### src/rtl/serial_ripple_subtractor16.sv
// Bit-serial subtractor: one full-subtractor cell walks LSB to MSB, one bit per clock.
// The result is packed as {zeros, borrow_out, difference}, the same layout the ripple adder uses.
module serial_ripple_subtractor16 #(
    parameter int WIDTH     = 16,
    parameter int OUT_WIDTH = 32
) (
    input  logic                 clk,
    input  logic                 rst_n,
    input  logic                 start,
    input  logic [WIDTH-1:0]     A,
    input  logic [WIDTH-1:0]     B,
    input  logic                 Bin,
    output logic                 busy,
    output logic                 done,
    output logic [OUT_WIDTH-1:0] Diff
);

    localparam int CW = (WIDTH > 1) ? $clog2(WIDTH) : 1;
    localparam logic [CW-1:0] LAST = CW'(WIDTH - 1);

    typedef enum logic {IDLE, RUN} state_t;

    state_t               state;
    state_t               state_next;
    logic [WIDTH-1:0]     a_sh;
    logic [WIDTH-1:0]     b_sh;
    logic [WIDTH-1:0]     d_sh;
    logic                 br;
    logic [CW-1:0]        cnt;
    logic                 load;
    logic                 step;
    logic                 finish;
    logic                 d;
    logic                 br_next;
    logic [WIDTH-1:0]     d_final;
    logic [OUT_WIDTH-1:0] result;

    always_ff @(posedge clk or negedge rst_n) begin
        if (!rst_n) begin
            state <= IDLE;
        end else begin
            state <= state_next;
        end
    end

    always_comb begin
        state_next = state;
        load       = 1'b0;
        step       = 1'b0;
        finish     = 1'b0;
        case (state)
            IDLE: begin
                if (start) begin
                    load       = 1'b1;
                    state_next = RUN;
                end
            end
            RUN: begin
                step = 1'b1;
                if (cnt == LAST) begin
                    finish     = 1'b1;
                    state_next = IDLE;
                end
            end
            default: state_next = IDLE;
        endcase
    end

    // Full-subtractor cell on the current LSBs; the completion edge uses d_final so the last bit lands directly in Diff.
    always_comb begin
        d       = a_sh[0] ^ b_sh[0] ^ br;
        br_next = (~a_sh[0] & b_sh[0]) | (~(a_sh[0] ^ b_sh[0]) & br);
        d_final = {d, d_sh[WIDTH-1:1]};
        result  = '0;
        result[WIDTH:0] = {br_next, d_final};
    end

    always_ff @(posedge clk or negedge rst_n) begin
        if (!rst_n) begin
            a_sh <= '0;
            b_sh <= '0;
            d_sh <= '0;
            br   <= 1'b0;
            cnt  <= '0;
            done <= 1'b0;
            Diff <= '0;
        end else begin
            done <= finish;
            if (load) begin
                a_sh <= A;
                b_sh <= B;
                br   <= Bin;
                cnt  <= '0;
            end else if (step) begin
                a_sh <= a_sh >> 1;
                b_sh <= b_sh >> 1;
                d_sh <= d_final;
                br   <= br_next;
                cnt  <= cnt + CW'(1);
            end
            if (finish) begin
                Diff <= result;
            end
        end
    end

    assign busy = (state == RUN);

endmodule

### config.mk
export PLATFORM = sky130hd
export DESIGN_NAME = serial_ripple_subtractor16
export DESIGN_NICKNAME = d
export VERILOG_FILES = /design/src/rtl/serial_ripple_subtractor16.sv
export SDC_FILE = /design/constraint.sdc
export NUM_CORES = 1
export LEC_CHECK = 0
export CORE_MARGIN = 1.5
export CORE_UTILIZATION = 39
export CTS_CLUSTER_DIAMETER = 120
export DETAILED_ROUTE_END_ITERATION = 7
export PLACE_DENSITY = 0.75
export SYNTH_ARGS = -nofsm -noshare
export SYNTH_HDL_FRONTEND = slang
export SYNTH_SLANG_ARGS = --single-unit
### constraint.sdc
create_clock -name clk -period 1.8 [get_ports clk]
set_clock_uncertainty 0.1 [all_clocks]
set_input_delay 0.54 -clock clk [delete_from_list [all_inputs] [get_ports clk]]
set_output_delay 0.54 -clock clk [all_outputs]
set_load 0.1 [all_outputs]
Word-level counts from Yosys, hierarchy flattened --
Cells that the tools add are included.
Word-level totals: bits in registers 72, word-level logic and storage cells 36
Operators by class: add/subtract/negate cells 1, equality and inequality tests 1, muxes and demuxes 15, bitwise logic cells 9, reductions and logical operators 2
Operators with widths (count):
- 2-to-1 mux 16 bit | 4
- 2-to-1 mux 1 bit | 8
- 2-to-1 mux 4 bit | 2
- adder 4 x 1 -> 4 bit, second input constant | 1
- == test 4 bit, second input constant | 1
- NOT 1 bit | 4
- bitwise AND 1 bit | 2
- one-hot mux 1 bit (2 select lines) | 1
- AND reduction 2 bit | 1
- nonzero test 2 bit | 1
- bitwise XOR 1 bit | 2
- bitwise OR 1 bit | 1

Longest topological paths before layout --
depth in word-level cells 6, mapped depth 6, mapped depth without buffers 5

Worst setup path before layout --
No wires, ideal clock.
kind reg2reg, start register state, in the netlist busy, end register d_sh[10], arrival time 1.724 ns, required time 1.575 ns, path slack -0.149 ns, cell stages (with the launch flop) 4, cell sequence dfrtp_1 buf_4 buf_2 mux2_2
Between the ends: word-level cells in the longest chain between the ends 3
Ends and longest elaborated chain:
- from (decl) | line 23 | state_t state;
- from (signal assigned) | line 42 | state <= state_next;
- 2-to-1 mux 1 bit | line 51 | case (state)
- NOT 1 bit (no source line)
- AND reduction 2 bit (no source line) (*)
- to (signal assigned) | line 97 | d_sh <= d_final;
- to (decl) | line 27 | logic [WIDTH-1:0] d_sh;
Mark *: on every way between the ends. The rest lies on a longest branch, timed or not. A chain may end at the register's enable or synchronous reset.

Worst setup path in the final report --
start register state, in the netlist busy, end output busy
RTL lines:
- to (decl) | line 13 | output logic busy,
No word-level cell between the ends.

==> metrics.md <==
| Metric | Value |
|---|---|
| Outcome | `completed` |
| DR vias/cell | `4.55` |
| Worst Setup SP | `busy` |
| TritonCTS clock tree | `done` |
| Die height | `92.3 um` |
| Setup_tns | `0 ps` |
| Power Density | `1870 mW/mm2` |
| CTS Buffer Depth | `2` |
| Register area share after synthesis | `57.1%` |
| Wire length on met3 | `340 um` |
| CTS sink count | `71` |
| Slowest-stage cell, CP | `dfrtp_2` |
| Final hold violation count | `0` |
| Simple-gate share of the synthesized area | `11.6%` |
| Hold Crit Class | `input pin to async pin` |
| Layout cells sized above 1 | `18.0%` |
| Number of global-route vias before repair | `2074` |
| Clock-pin transition on the worst setup and hold timing paths | `70 ps` |
| Worst skew pair latency | `330 ps` |
| DP HPWL | `3.95 mm` |
| Critical Path End Type | `output pin` |
| Part of the cycle the worst path needs | `96.4%` |
| Worst EP arrival | `1090 ps` |
| Hold_buf cts | `0` |
| Max FO, Critical Path | `13` |
| Drt pass-1 iters | `4` |
| WL/cell | `12.6 um` |
| Wire length on met2 | `2.59 mm` |
| Unrepaired setup endpoints after global routing | `false` |
| WP buf/inv | `1` |
| Fin util | `53.4%` |
| CTS resizes | `0` |
| Total Wirelength | `5.65 mm` |
| I/O Buffers | `54` |
| Crit-path cells | `buf_12` |
| Post-synthesis compound-gate area fraction | `6.35%` |
| DRT met1 WL | `2.64 mm` |
| CTS Buf Count | `9` |
| DIE AREA | `0.00852 mm2` |
| Io pins | `70` |
| Row count | `32` |
| Critical path's top delay family | `flip-flops` |
| Synth Area per Inst | `11.0 um2` |
| VDD IR max | `0.00151 V` |
| H-tree Lvls | `3` |
| Final Instance Area | `0.00413 mm2` |
| DRT iter0 DRCs | `52` |
| Mux cell area share after synthesis | `16.1%` |
| Overflow after GRT | `0` |
| Yosys warns | `0` |
| Max layer used | `met4` |
| Synth Area in Adders | `1.05%` |
| Area occupied by multi-input gates | `0.00115 mm2` |
| Synthesized flop and latch total | `71` |
| GR Util All Layers | `14.5%` |
| Post-synth cell types | `24` |
| Area grow syn2layout | `32.6%` |
| Max-slew violations | `0` |
| Req. time, crit path | `1160 ps` |
| Largest net degree at the start of global routing | `36` |
| CP peak stage delay | `540 ps` |
| Initial antenna violation count | `0` |
| Cells after synthesis | `284` |
| Setup Fix Bufs, Post-CTS | `0` |
| Worst slack, placed | `333 ps` |
| Post-DRT Antenna Nets | `0` |
| Synthesized area | `0.00311 mm2` |
| Die X | `92.3 um` |
| FILL cells | `662` |
| Final setup violation count | `0` |
| Max cap viols | `0` |
| Post-route DRC | `0` |
| Critical R2R Launch | `cnt[0]` |
| CP Launch Type | `flop` |
| Core Area | `0.00773 mm2` |
| Root Buffer | `clkbuf_8` |
| Sequential cell area | `0.00178 mm2` |
| Largest family of logic cells by synthesized area | `multiplexers` |
| Kind of critical path | `flop to output pin` |
| Final Wtd Congestion | `0.710` |
| First-pass GRT wire length | `9.76 mm` |
| Setup ws final | `65.0 ps` |
| Min Tclk post-route | `1730 ps` |
| Vias | `2036` |
| Placed inst area | `0.00389 mm2` |
| Peak Freq | `576 MHz` |
| Synth Area in XOR/XNOR | `0%` |
| Layout Nets | `378` |
| Ant diodes | `0` |
| LEAKAGE | `0.00196 uW` |
| Starting Density | `40.3%` |
through the flow:
| stage | hold WS, ps | power, uW | std cells |
|---|---|---|---|
| 3_5_place_dp | 368 | 6260 | 431 |
| 3_3_place_gp | 355 | 6170 | 431 |
| 4_1_cts | 47.9 | 7810 | 447 |
| 5_1_grt | 63.4 | 8120 | 447 |
| 2_1_floorplan | 144 | 5030 | 298 |
| 6_report | 50.0 | 7700 | 447 |
cells in the final DEF, fill, tap and decap left out, types with 2 or more instances in the layout:
| cell | netlist | layout |
|---|---|---|
| mux2i_1 | 32 | 32 |
| nor2_1 | 3 | 3 |
| buf_4 | 18 | 5 |
| buf_2 | 7 | 2 |
| buf_12 | 0 | 22 |
| dfrtp_1 | 71 | 70 |
| mux2_2 | 16 | 16 |
| bufinv_16 | 0 | 3 |
| inv_1 | 3 | 3 |
| clkbuf_8 | 0 | 10 |
| clkdlybuf4s50_1 | 0 | 33 |
| a21oi_1 | 2 | 2 |
| o21ai_0 | 32 | 32 |
| nand2_1 | 81 | 81 |
| nor2b_1 | 2 | 2 |
| clkbuf_1 | 2 | 3 |
| conb_1 | 1 | 15 |
cell usage after synthesis:
| master | n | area [um2] |
|---|---|---|
| a211oi_1 | 1 | 7.51 |
| a21oi_1 | 2 | 10.0 |
| a22o_1 | 1 | 8.76 |
| buf_2 | 7 | 35.0 |
| buf_4 | 18 | 135 |
| buf_6 | 4 | 45.0 |
| clkbuf_1 | 2 | 7.51 |
| conb_1 | 1 | 3.75 |
| dfrtp_1 | 71 | 1780 |
| fa_1 | 1 | 20.0 |
| ha_1 | 1 | 12.5 |
| inv_1 | 3 | 11.3 |
| inv_4 | 1 | 6.26 |
| mux2_2 | 16 | 180 |
| mux2i_1 | 32 | 320 |
| nand2_1 | 81 | 304 |
| nand3_1 | 1 | 5.00 |
| nand4_4 | 1 | 21.3 |
| nor2_1 | 3 | 11.3 |
| nor2_2 | 1 | 6.26 |
| nor2b_1 | 2 | 12.5 |
| o21ai_0 | 32 | 160 |
| o21ai_1 | 1 | 5.00 |
| o22ai_1 | 1 | 6.26 |
state kept, by name (all words and copies together) (netlist names):
register  flops
Diff         17
d_sh         15
cnt           4
done          1
br            1
busy          1
b_sh         16
a_sh         16
layer usage:
metal / global-route usage (%) / up-vias
li1: - / 1016
met1: 18.2 / 957
met2: 23.7 / 54
met3: 4.19 / 9
met4: 5.77 / 0
met5: 0 / -
power breakdown:
group / switching [uW] / leakage (uW) / internal, uW / total (uW)
sequential: 511 / 0.000909 / 2230 / 2740
clock: 543 / 0.000118 / 961 / 1500
combinational: 2140 / 0.000934 / 1320 / 3460
worst register-to-register path, cell delays in order (launching register included):
cell,delay (ps)
dfrtp_1,380
ha_1,250
nand4_4,250
buf_4,260
nand2_1,60
nand2_1,60
layout make-up:
class / count / share of cell area [%]
multi-input combinational: 192 / 27.8
clock inverter: 3 / 2.18
inverter: 4 / 0.424
timing repair buffer: 62 / 19.8
clock buffer: 13 / 3.61
tap: 102 / 3.09
sequential: 71 / 43.1
worst paths after layout:
kind	cells past startpoint	slack [ps]	to
max in group asynchronous	2	1040	b_sh[14]
max reg2reg	5	330	Diff[9]
min in group clk	2	380	b_sh[4]
max	1	70	busy
min	1	50	d_sh[5]
min reg2reg	2	380	b_sh[4]
logic make-up after synthesis:
family | count (synthesis)
AO/OA/AOI/OAI | 38
AND/OR/NAND/NOR | 89
multiplexers | 48
buffers and inverters | 35
flip-flops | 71
adder cells (fa/ha/maj) | 2
other | 1
(Power assumes the default switching activity.)
